===== src/rtl/wire_ops_collect_if.sv =====
// Handshake bundle for wire_ops_collect: upstream beat channel and downstream head channel.
interface wire_ops_collect_if #(
  parameter int WIDTH = 8
);
  logic             in_valid;
  logic [WIDTH-1:0] in_data;
  logic             in_ready;
  logic             out_valid;
  logic [WIDTH-1:0] out_data;
  logic             out_ready;

  modport slave (
    input  in_valid, in_data, out_ready,
    output in_ready, out_valid, out_data
  );

  modport master (
    output in_valid, in_data, out_ready,
    input  in_ready, out_valid, out_data
  );
endinterface


===== src/rtl/wire_ops_collect.sv =====
// Collects op-result beats into a small FIFO; tracks XOR checksum and count of popped beats.
module wire_ops_collect #(
  parameter int WIDTH = 8,
  parameter int DEPTH = 4
) (
  input  logic                     sys_clk,
  input  logic                     sys_rst,
  input  logic                     clear,
  wire_ops_collect_if.slave        bus,
  output logic [$clog2(DEPTH):0]   count,
  output logic [WIDTH-1:0]         csum,
  output logic [15:0]              pop_cnt
);

  localparam int AW = $clog2(DEPTH);
  localparam int CW = AW + 1;
  localparam logic [CW-1:0] DEPTH_C = CW'(DEPTH);

  logic [AW-1:0]    wr_ptr_q, wr_ptr_d;
  logic [AW-1:0]    rd_ptr_q, rd_ptr_d;
  logic [CW-1:0]    count_q, count_d;
  logic [WIDTH-1:0] csum_q, csum_d;
  logic [15:0]      pop_cnt_q, pop_cnt_d;
  logic [WIDTH-1:0] mem_q [DEPTH];
  logic [WIDTH-1:0] mem_d [DEPTH];

  logic in_ready_w;
  logic out_valid_w;
  logic push;
  logic pop;

  assign in_ready_w  = (count_q < DEPTH_C) && !clear;
  assign out_valid_w = (count_q != '0) && !clear;
  assign push        = bus.in_valid && in_ready_w;
  assign pop         = out_valid_w && bus.out_ready;

  assign bus.in_ready  = in_ready_w;
  assign bus.out_valid = out_valid_w;
  assign bus.out_data  = mem_q[rd_ptr_q];
  assign count         = count_q;
  assign csum          = csum_q;
  assign pop_cnt       = pop_cnt_q;

  always_comb begin
    wr_ptr_d  = wr_ptr_q;
    rd_ptr_d  = rd_ptr_q;
    count_d   = count_q;
    csum_d    = csum_q;
    pop_cnt_d = pop_cnt_q;
    mem_d     = mem_q;

    // push and pop are already gated by clear, so only the flush itself needs priority here
    if (clear) begin
      wr_ptr_d  = '0;
      rd_ptr_d  = '0;
      count_d   = '0;
      csum_d    = '0;
      pop_cnt_d = '0;
    end else begin
      if (push) begin
        mem_d[wr_ptr_q] = bus.in_data;
        wr_ptr_d        = wr_ptr_q + AW'(1);
      end
      if (pop) begin
        rd_ptr_d  = rd_ptr_q + AW'(1);
        csum_d    = csum_q ^ mem_q[rd_ptr_q];
        pop_cnt_d = pop_cnt_q + 16'd1;
      end
      if (push && !pop) begin
        count_d = count_q + CW'(1);
      end else if (pop && !push) begin
        count_d = count_q - CW'(1);
      end
    end
  end

  always_ff @(posedge sys_clk or posedge sys_rst) begin
    if (sys_rst) begin
      wr_ptr_q  <= '0;
      rd_ptr_q  <= '0;
      count_q   <= '0;
      csum_q    <= '0;
      pop_cnt_q <= '0;
    end else begin
      wr_ptr_q  <= wr_ptr_d;
      rd_ptr_q  <= rd_ptr_d;
      count_q   <= count_d;
      csum_q    <= csum_d;
      pop_cnt_q <= pop_cnt_d;
    end
  end

  // storage carries no reset; out_valid hides any slot not yet written
  always_ff @(posedge sys_clk) begin
    mem_q <= mem_d;
  end

endmodule


===== src/flat_wrapper.sv =====
// flat-port wrapper written by rule: the top's interface ports become plain ports
module wire_ops_collect_flat 
#(
  parameter int WIDTH = 8,
  parameter int DEPTH = 4
)
  (sys_clk, sys_rst, clear, count, csum, pop_cnt, bus_in_valid, bus_in_data, bus_out_ready, bus_in_ready, bus_out_valid, bus_out_data);
  wire_ops_collect_if #(.WIDTH(WIDTH)) bus_i ();
  input  logic sys_clk;
  input  logic sys_rst;
  input  logic clear;
  output logic [$clog2(DEPTH):0] count;
  output logic [WIDTH-1:0] csum;
  output logic [15:0] pop_cnt;
  input wire logic [$bits(bus_i.in_valid)-1:0] bus_in_valid;
  input wire logic [$bits(bus_i.in_data)-1:0] bus_in_data;
  input wire logic [$bits(bus_i.out_ready)-1:0] bus_out_ready;
  output wire logic [$bits(bus_i.in_ready)-1:0] bus_in_ready;
  output wire logic [$bits(bus_i.out_valid)-1:0] bus_out_valid;
  output wire logic [$bits(bus_i.out_data)-1:0] bus_out_data;
  assign bus_i.in_valid = bus_in_valid;
  assign bus_i.in_data = bus_in_data;
  assign bus_i.out_ready = bus_out_ready;
  assign bus_in_ready = bus_i.in_ready;
  assign bus_out_valid = bus_i.out_valid;
  assign bus_out_data = bus_i.out_data;
  wire_ops_collect #(.WIDTH(WIDTH), .DEPTH(DEPTH)) u_core (.sys_clk(sys_clk), .sys_rst(sys_rst), .clear(clear), .bus(bus_i), .count(count), .csum(csum), .pop_cnt(pop_cnt));
endmodule

===== config.mk =====
export PLATFORM = sky130hd
export DESIGN_NAME = wire_ops_collect_flat
export DESIGN_NICKNAME = d
export VERILOG_FILES = /design/src/rtl/wire_ops_collect_if.sv /design/src/rtl/wire_ops_collect.sv /design/src/flat_wrapper.sv
export SDC_FILE = /design/constraint.sdc
export NUM_CORES = 1
export LEC_CHECK = 0
export ABC_CLOCK_PERIOD_IN_PS = 2100
export CAP_MARGIN = 20
export CELL_PAD_IN_SITES_DETAIL_PLACEMENT = 1
export CELL_PAD_IN_SITES_GLOBAL_PLACEMENT = 1
export CORE_MARGIN = 4
export CORE_UTILIZATION = 42
export CTS_CLUSTER_SIZE = 40
export DETAILED_ROUTE_END_ITERATION = 10
export PLACE_DENSITY_LB_ADDON = 0.12
export SLEW_MARGIN = 5
export SYNTH_ARGS = -nofsm -noshare
export SYNTH_HDL_FRONTEND = slang
export SYNTH_SLANG_ARGS = --single-unit

===== constraint.sdc =====
create_clock -name sys_clk -period 2.1 [get_ports sys_clk]
set_input_delay 0.21 -clock sys_clk [delete_from_list [all_inputs] [get_ports sys_clk]]
set_output_delay 0.21 -clock sys_clk [all_outputs]
set_load 0.05 [all_outputs]

==> flow_summary.ini <==
[status]
status = complete, no violations

[sta]
finalHoldWorstSlack_ns = 0.252
timing.final.setup_violations = 0
max_freq_mhz = 531
final_total_negative_setup_slack_ns = 0
worst_pin_slew_ns = 0.514
finalMaxSlewViolations = 0
report.final.hold_viol_count = 0
slew_headroom = 0.656
fin_worst_skew_ns = 0.00866
layout_min_cycle_time_ns = 1.88
rsz_0062_raised_after_global_routing = no
finalCritPeriodShare = 0.896

[synthesis]
netlist.area_leader.share = 0.345
syn-num-nets = 229
yosys_register_bits = 63
ys_warn_count = 0
synth_top_area_cell = sky130_fd_sc_hd__edfxtp_1
post_synth_inst_count = 210
post_synth_edffs = 32
avgSynthCellArea_um2 = 13.2
dominantRegCellSynth = sky130_fd_sc_hd__edfxtp_1
async_reset_ff_frac = 0.492
synth_top_cells_by_count = sky130_fd_sc_hd__edfxtp_1 (32), sky130_fd_sc_hd__dfrtp_1 (31), sky130_fd_sc_hd__nor2_1 (26), sky130_fd_sc_hd__xor2_1 (18), sky130_fd_sc_hd__nand2_1 (14)
fraction_of_the_yosys_area_taken_by_sequential_cells = 0.624
synth.cell_area_mm2 = 0.00278
netlist_top_cells_area = sky130_fd_sc_hd__edfxtp_1 (35%), sky130_fd_sc_hd__dfrtp_1 (28%), sky130_fd_sc_hd__mux4_2 (6.5%)
post_synth_cell_types = 34
yosys.cell_count.top_type = sky130_fd_sc_hd__edfxtp_1

[die]
number_of_core_rows = 29
die_area_mm2 = 0.00799
effective_utilization_at_floorplan = 0.436
io-pin-count = 50
core_area_mm2 = 0.00639
fp.dieH_um = 89.4
die-width_um = 89.4

[placement]
place_hpwl_um = 3900
port-buffer-count = 49
gp_congestion = 0.743
post_dp_cell_area_mm2 = 0.00337

[setup_path]
worst_path_max_delay_cell = sky130_fd_sc_hd__mux4_2
cp-startpoint = u_core.rd_ptr_q[0]$_DFFE_PP0P_
arr_time_crit_path_ns = 1.67
crit_fanout = 10
cp_slowest_stage_delay_ns = 0.56
class_of_the_most_critical_setup_path = reg2out
crit_path_frequent_cell = sky130_fd_sc_hd__buf_4
worst_setup_path_end_kind = output pin
critical_path.cell_chain = buf_4 -> mux4_2 -> buf_4
worst_setup_path_start_kind = register
crit_required_ns = 1.89
timing.rr.start = u_core.count[2]$_DFFE_PP0P_

[cells_and_area]
layout-area-overhead-vs-synth_pct = 29.2
antenna_cells = 0
design_area_mm2 = 0.00359
fill_cells = 643
post_route_cells_drive_above_1_share = 0.170
nNetsFinal = 284

[clocking]
ctsResizeCount = 0
clock_latency_ns = 0.35
cts.sink_count = 63
post-cts-setup-buffers = 0
number_of_h_tree_levels = 3
cts-hold-fix-buffers = 0
tritoncts = built
clock-root-buffer = sky130_fd_sc_hd__clkbuf_8
numCtsBuffers = 9
clk_path_buf_depth = 2
clk_pin_slew_ns = 0.07

[drt]
drt_pre_antenna_iters = 4
detailroute.via_count = 1787
wl_um = 5900
detail_route.iter0.violations = 56
avgViaCountPerCell = 5.15
postRouteAntennaNets = 0
routedWlPerCell_um = 17.0
remaining_drc_errors = 0

[global_routing]
grt_antenna_before_repair = 0
global_route_wire_length_before_repair_um = 9670
number_of_global_route_vias_before_repair = 1882
globalRouteTotalUtil = 0.168
globalRoute.totalOverflow = 0
largest_net_degree_at_the_start_of_global_routing = 34

[pwr]
p_total_mw = 4.41
cellLeakagePower_nw = 1.39
ir_drop_mv = 0.673
power_density_mw_per_mm2 = 1230

[worst_hold_path]
min-delay-path-class = in2async

[flow_run]
cap_viol_max_count = 0
per-layer routing:
layer  share of wire  track usage  vias to the layer above
met5               0            0                        -
met4          0.0085       0.0365                        0
met3           0.050       0.0700                        7
met2            0.49        0.275                       37
met1            0.45        0.208                      887
li1                -            -                      856
logic make-up after synthesis:
group                    Yosys count  share of synthesized area
AO/OA/AOI/OAI                     18                     0.0436
XOR/XNOR                          22                     0.0693
adder cells (fa/ha/maj)            6                     0.0297
buffers and inverters             18                     0.0279
flip-flops                        63                      0.624
multiplexers                       9                     0.0684
AND/OR/NAND/NOR                   74                      0.137
metrics by stage:
| stage | std cells | util | setup slack [ns] |
|---|---|---|---|
| after floorplan | 210 | - | 0.00140 |
| after global placement | 331 | 0.527 | 0.114 |
| after detailed placement | 331 | 0.527 | 0.0714 |
| after CTS | 347 | 0.563 | 0.175 |
| after global routing | 347 | 0.563 | 0.101 |
| final | 347 | 0.563 | 0.218 |
critical path, delay by kind of cell (launching register included):
family   cells  cell delay (ns)
mux          1             0.56
buf+inv      2             0.43
flops        1             0.33
registers in the layout (all words and copies together), names as in the netlist:
signal / cells
u_core.mem_q: 32
u_core.csum: 8
u_core.rd_ptr_q: 2
u_core.count: 3
u_core.wr_ptr_q: 2
u_core.pop_cnt: 16
cells in the final DEF, fill, tap and decap left out, drive strengths merged, types with 3 or more instances in the layout:
cell type | Yosys | final
clkdlybuf4s50 | 0 | 39
edfxtp | 32 | 32
dfrtp | 31 | 31
nor2 | 26 | 26
xor2 | 18 | 18
buf | 7 | 16
nand2 | 14 | 14
clkbuf | 4 | 9
inv | 7 | 9
mux4 | 8 | 8
and2 | 7 | 7
a21oi | 7 | 7
nand3 | 6 | 6
nand4 | 5 | 5
o21ai | 5 | 5
or3 | 5 | 5
ha | 5 | 5
xnor2 | 4 | 4
clkinv | 0 | 3
where the power goes:
group	switching (mW)	internal, mW	leakage, nW
logic	1.01	0.585	0.561
clock network	0.519	0.682	0.114
registers	0.153	1.46	0.712
total	1.68	2.73	1.39
worst paths after layout:
kind | end | slack, ns | cells past startpoint
max | bus_out_data[6] | 0.22 | 3
max in group asynchronous | u_core.count[1]$_DFFE_PP0P_ | 1.53 | 3
min reg2reg | u_core.csum[6]$_DFFE_PP0P_ | 0.54 | 2
max reg2reg | u_core.count[2]$_DFFE_PP0P_ | 0.39 | 5
min | u_core.csum[7]$_DFFE_PP0P_ | 0.25 | 3
min in group sys_clk | u_core.mem_q[13]$_DFFE_PP_ | 0.49 | 1
area by class of cell:
| class | count | area (um2) | share of cell area |
|---|---|---|---|
| inverters | 7 | 26.3 | 0.00731 |
| well taps | 77 | 96.3 | 0.0268 |
| flip-flops and latches | 63 | 1740 | 0.484 |
| clock inverters | 7 | 104 | 0.0289 |
| repair buffers | 55 | 536 | 0.149 |
| multi-input cells | 129 | 967 | 0.269 |
| clock buffers | 9 | 124 | 0.0345 |
No activity file was read; power rests on OpenSTA's default activity.
==> edit: new RTL, same settings <==
`WIDTH` is set to 8 in 3 places; all go to 10.
--- a/src/rtl/wire_ops_collect_if.sv
+++ b/src/rtl/wire_ops_collect_if.sv
@@ -1,6 +1,6 @@
 // Handshake bundle for wire_ops_collect: upstream beat channel and downstream head channel.
 interface wire_ops_collect_if #(
-  parameter int WIDTH = 8
+  parameter int WIDTH = 10
 );
   logic             in_valid;
   logic [WIDTH-1:0] in_data;
--- a/src/rtl/wire_ops_collect.sv
+++ b/src/rtl/wire_ops_collect.sv
@@ -1,6 +1,6 @@
 // Collects op-result beats into a small FIFO; tracks XOR checksum and count of popped beats.
 module wire_ops_collect #(
-  parameter int WIDTH = 8,
+  parameter int WIDTH = 10,
   parameter int DEPTH = 4
 ) (
   input  logic                     sys_clk,
--- a/src/flat_wrapper.sv
+++ b/src/flat_wrapper.sv
@@ -1,7 +1,7 @@
 // flat-port wrapper written by rule: the top's interface ports become plain ports
 module wire_ops_collect_flat 
 #(
-  parameter int WIDTH = 8,
+  parameter int WIDTH = 10,
   parameter int DEPTH = 4
 )
   (sys_clk, sys_rst, clear, count, csum, pop_cnt, bus_in_valid, bus_in_data, bus_out_ready, bus_in_ready, bus_out_valid, bus_out_data);
Interface: changed (resized bus_in_data, bus_out_data and csum); port bits go from 50 to 56. No check against the original RTL was run, so the function may have changed too.
==> edit against the unedited design <==
- sequential cell count increased by 10
- final area increased by 16%
- routed wire length increased by 14%
- global-route usage decreased by 0.33 points
- setup slack got worse by 0.12 ns
- sequential power increased by 7%
- synthesized area increased by 16%
- power decreased by 5.7%
- clock skew decreased by 0.00090 ns
- critical path type unchanged
- highest routed layer unchanged
==> edit: results (changes against the unedited design) <==
.. list-table::
   :header-rows: 1

   * - Metric
     - Value
   * - Post-detailed-routing wire length
     - 6739 um (+14%)
   * - Destination of the worst register-to-register timing path
     - u_core.count[1]
   * - Number of global-route vias before repair
     - 2112 (+12%)
   * - Final standard cell count with taps included and fillers excluded
     - 405 (+17%)
   * - Post-synth net total
     - 251 (+9.6%)
   * - Total combinational power
     - 1.24 mW (-22%)
   * - Peak fanout along the critical path
     - 9 (-1)
   * - Post-synthesis instance total
     - 230 (+9.5%)
   * - Final Hold Slack
     - 0.2686 ns (+0.01665 ns)
   * - First-pass GRT wire length
     - 11190 um (+16%)
   * - Leakage power
     - 1.654 nW (+19%)
   * - Share of layout cells above drive strength 1
     - 0.2026 (+0.03224)
   * - Peak supply drop
     - 0.0005678 V (-16%)
   * - Kind of cell adding the most delay to the critical path
     - buffers and inverters
   * - Post-route clock skew
     - 0.007759 ns (-0.0009050 ns)
   * - Synth async-reset ratio
     - 0.4521 (-0.04001)
   * - Number of enable-type register cells in the synthesized netlist
     - 40 (+25%)
   * - Sequential group share of total power
     - 0.417 (+0.051)
   * - Post-layout net count
     - 322 (+13%)
   * - Final RePlAce weighted congestion
     - 0.7390 (-0.48%)
   * - Count of placed standard cells including taps
     - 389 (+18%)
   * - Proportion of synthesized chip area in sequential cells
     - 0.6291 (+0.004745)
   * - DP HPWL
     - 4781 um (+22%)
   * - Unique masters post-synth
     - 41 (+21%)
   * - Worst setup slack for register-to-register paths
     - 0.32 ns (-0.07 ns)
   * - Outcome
     - complete, no violations
   * - Crit path max-delay cell type
     - sky130_fd_sc_hd__clkdlybuf4s50_1
   * - Top post-synthesis cells by count
     - 40 x sky130_fd_sc_hd__edfxtp_1, 33 x sky130_fd_sc_hd__dfrtp_1, 27 x sky130_fd_sc_hd__nor2_1, 22 x sky130_fd_sc_hd__nand2_1, 14 x sky130_fd_sc_hd__xor2_1
   * - Worst slew margin
     - 0.6521 (-0.003949)
==> edit: changes by cell type after synthesis, sizes merged, moves of 6 or more <==
cell,before,now
nand2b,0,7
edfxtp,32,40
nand2,14,22
xnor2,4,10
==> edit: final cells by class <==
class | count | area, um^2
Clock buffer | 11 | 131.4
Inverter | 5 | 18.77
Fill cell | 754 | 3184
Timing Repair Buffer | 71 | 680.7
Clock inverter | 5 | 80.08
Tap cell | 99 | 123.9
Multi-Input combinational cell | 141 | 1122
Sequential cell | 73 | 2028
==> edit: through the flow <==
stage               worst slack [ns]    util
finish                        0.1000  0.5679
global route                 0.02236  0.5679
CTS                          0.03263  0.5674
detailed placement            0.1378  0.5387
global placement              0.1960  0.5387
floorplan                    0.01207       -
==> edit: worst max path at each step <==
stage | start | end | slack (ns) | cells past startpoint
5_1_grt | u_core.count[0] | count[0] | 0.02 | 1
4_1_cts | u_core.count[2] | count[2] | 0.03 | 2
3_5_place_dp | bus_out_ready | u_core.csum[2] | 0.14 | 7
6_report | u_core.count[0] | count[0] | 0.10 | 1
3_3_place_gp | bus_out_ready | u_core.pop_cnt[4] | 0.20 | 7
2_1_floorplan | u_core.count[2] | u_core.count[1] | 0.01 | 6
==> edit: per-layer routing <==
layer / share of wire / up-vias / global-route usage
li1: - / 956 / -
met1: 0.44 / 1000 / 0.2133
met2: 0.49 / 41 / 0.2617
met3: 0.047 / 10 / 0.04025
met4: 0.018 / 0 / 0.07109
met5: 0 / - / 0
==> edit: logic make-up after synthesis <==
| kind of cell | share of synthesized area |
|---|---|
| flops | 0.6291 |
| mux | 0.09359 |
| compound gates | 0.02990 |
| buf+inv | 0.02524 |
| xor+xnor | 0.06524 |
| simple gates | 0.1313 |
| fa+ha+maj | 0.02563 |
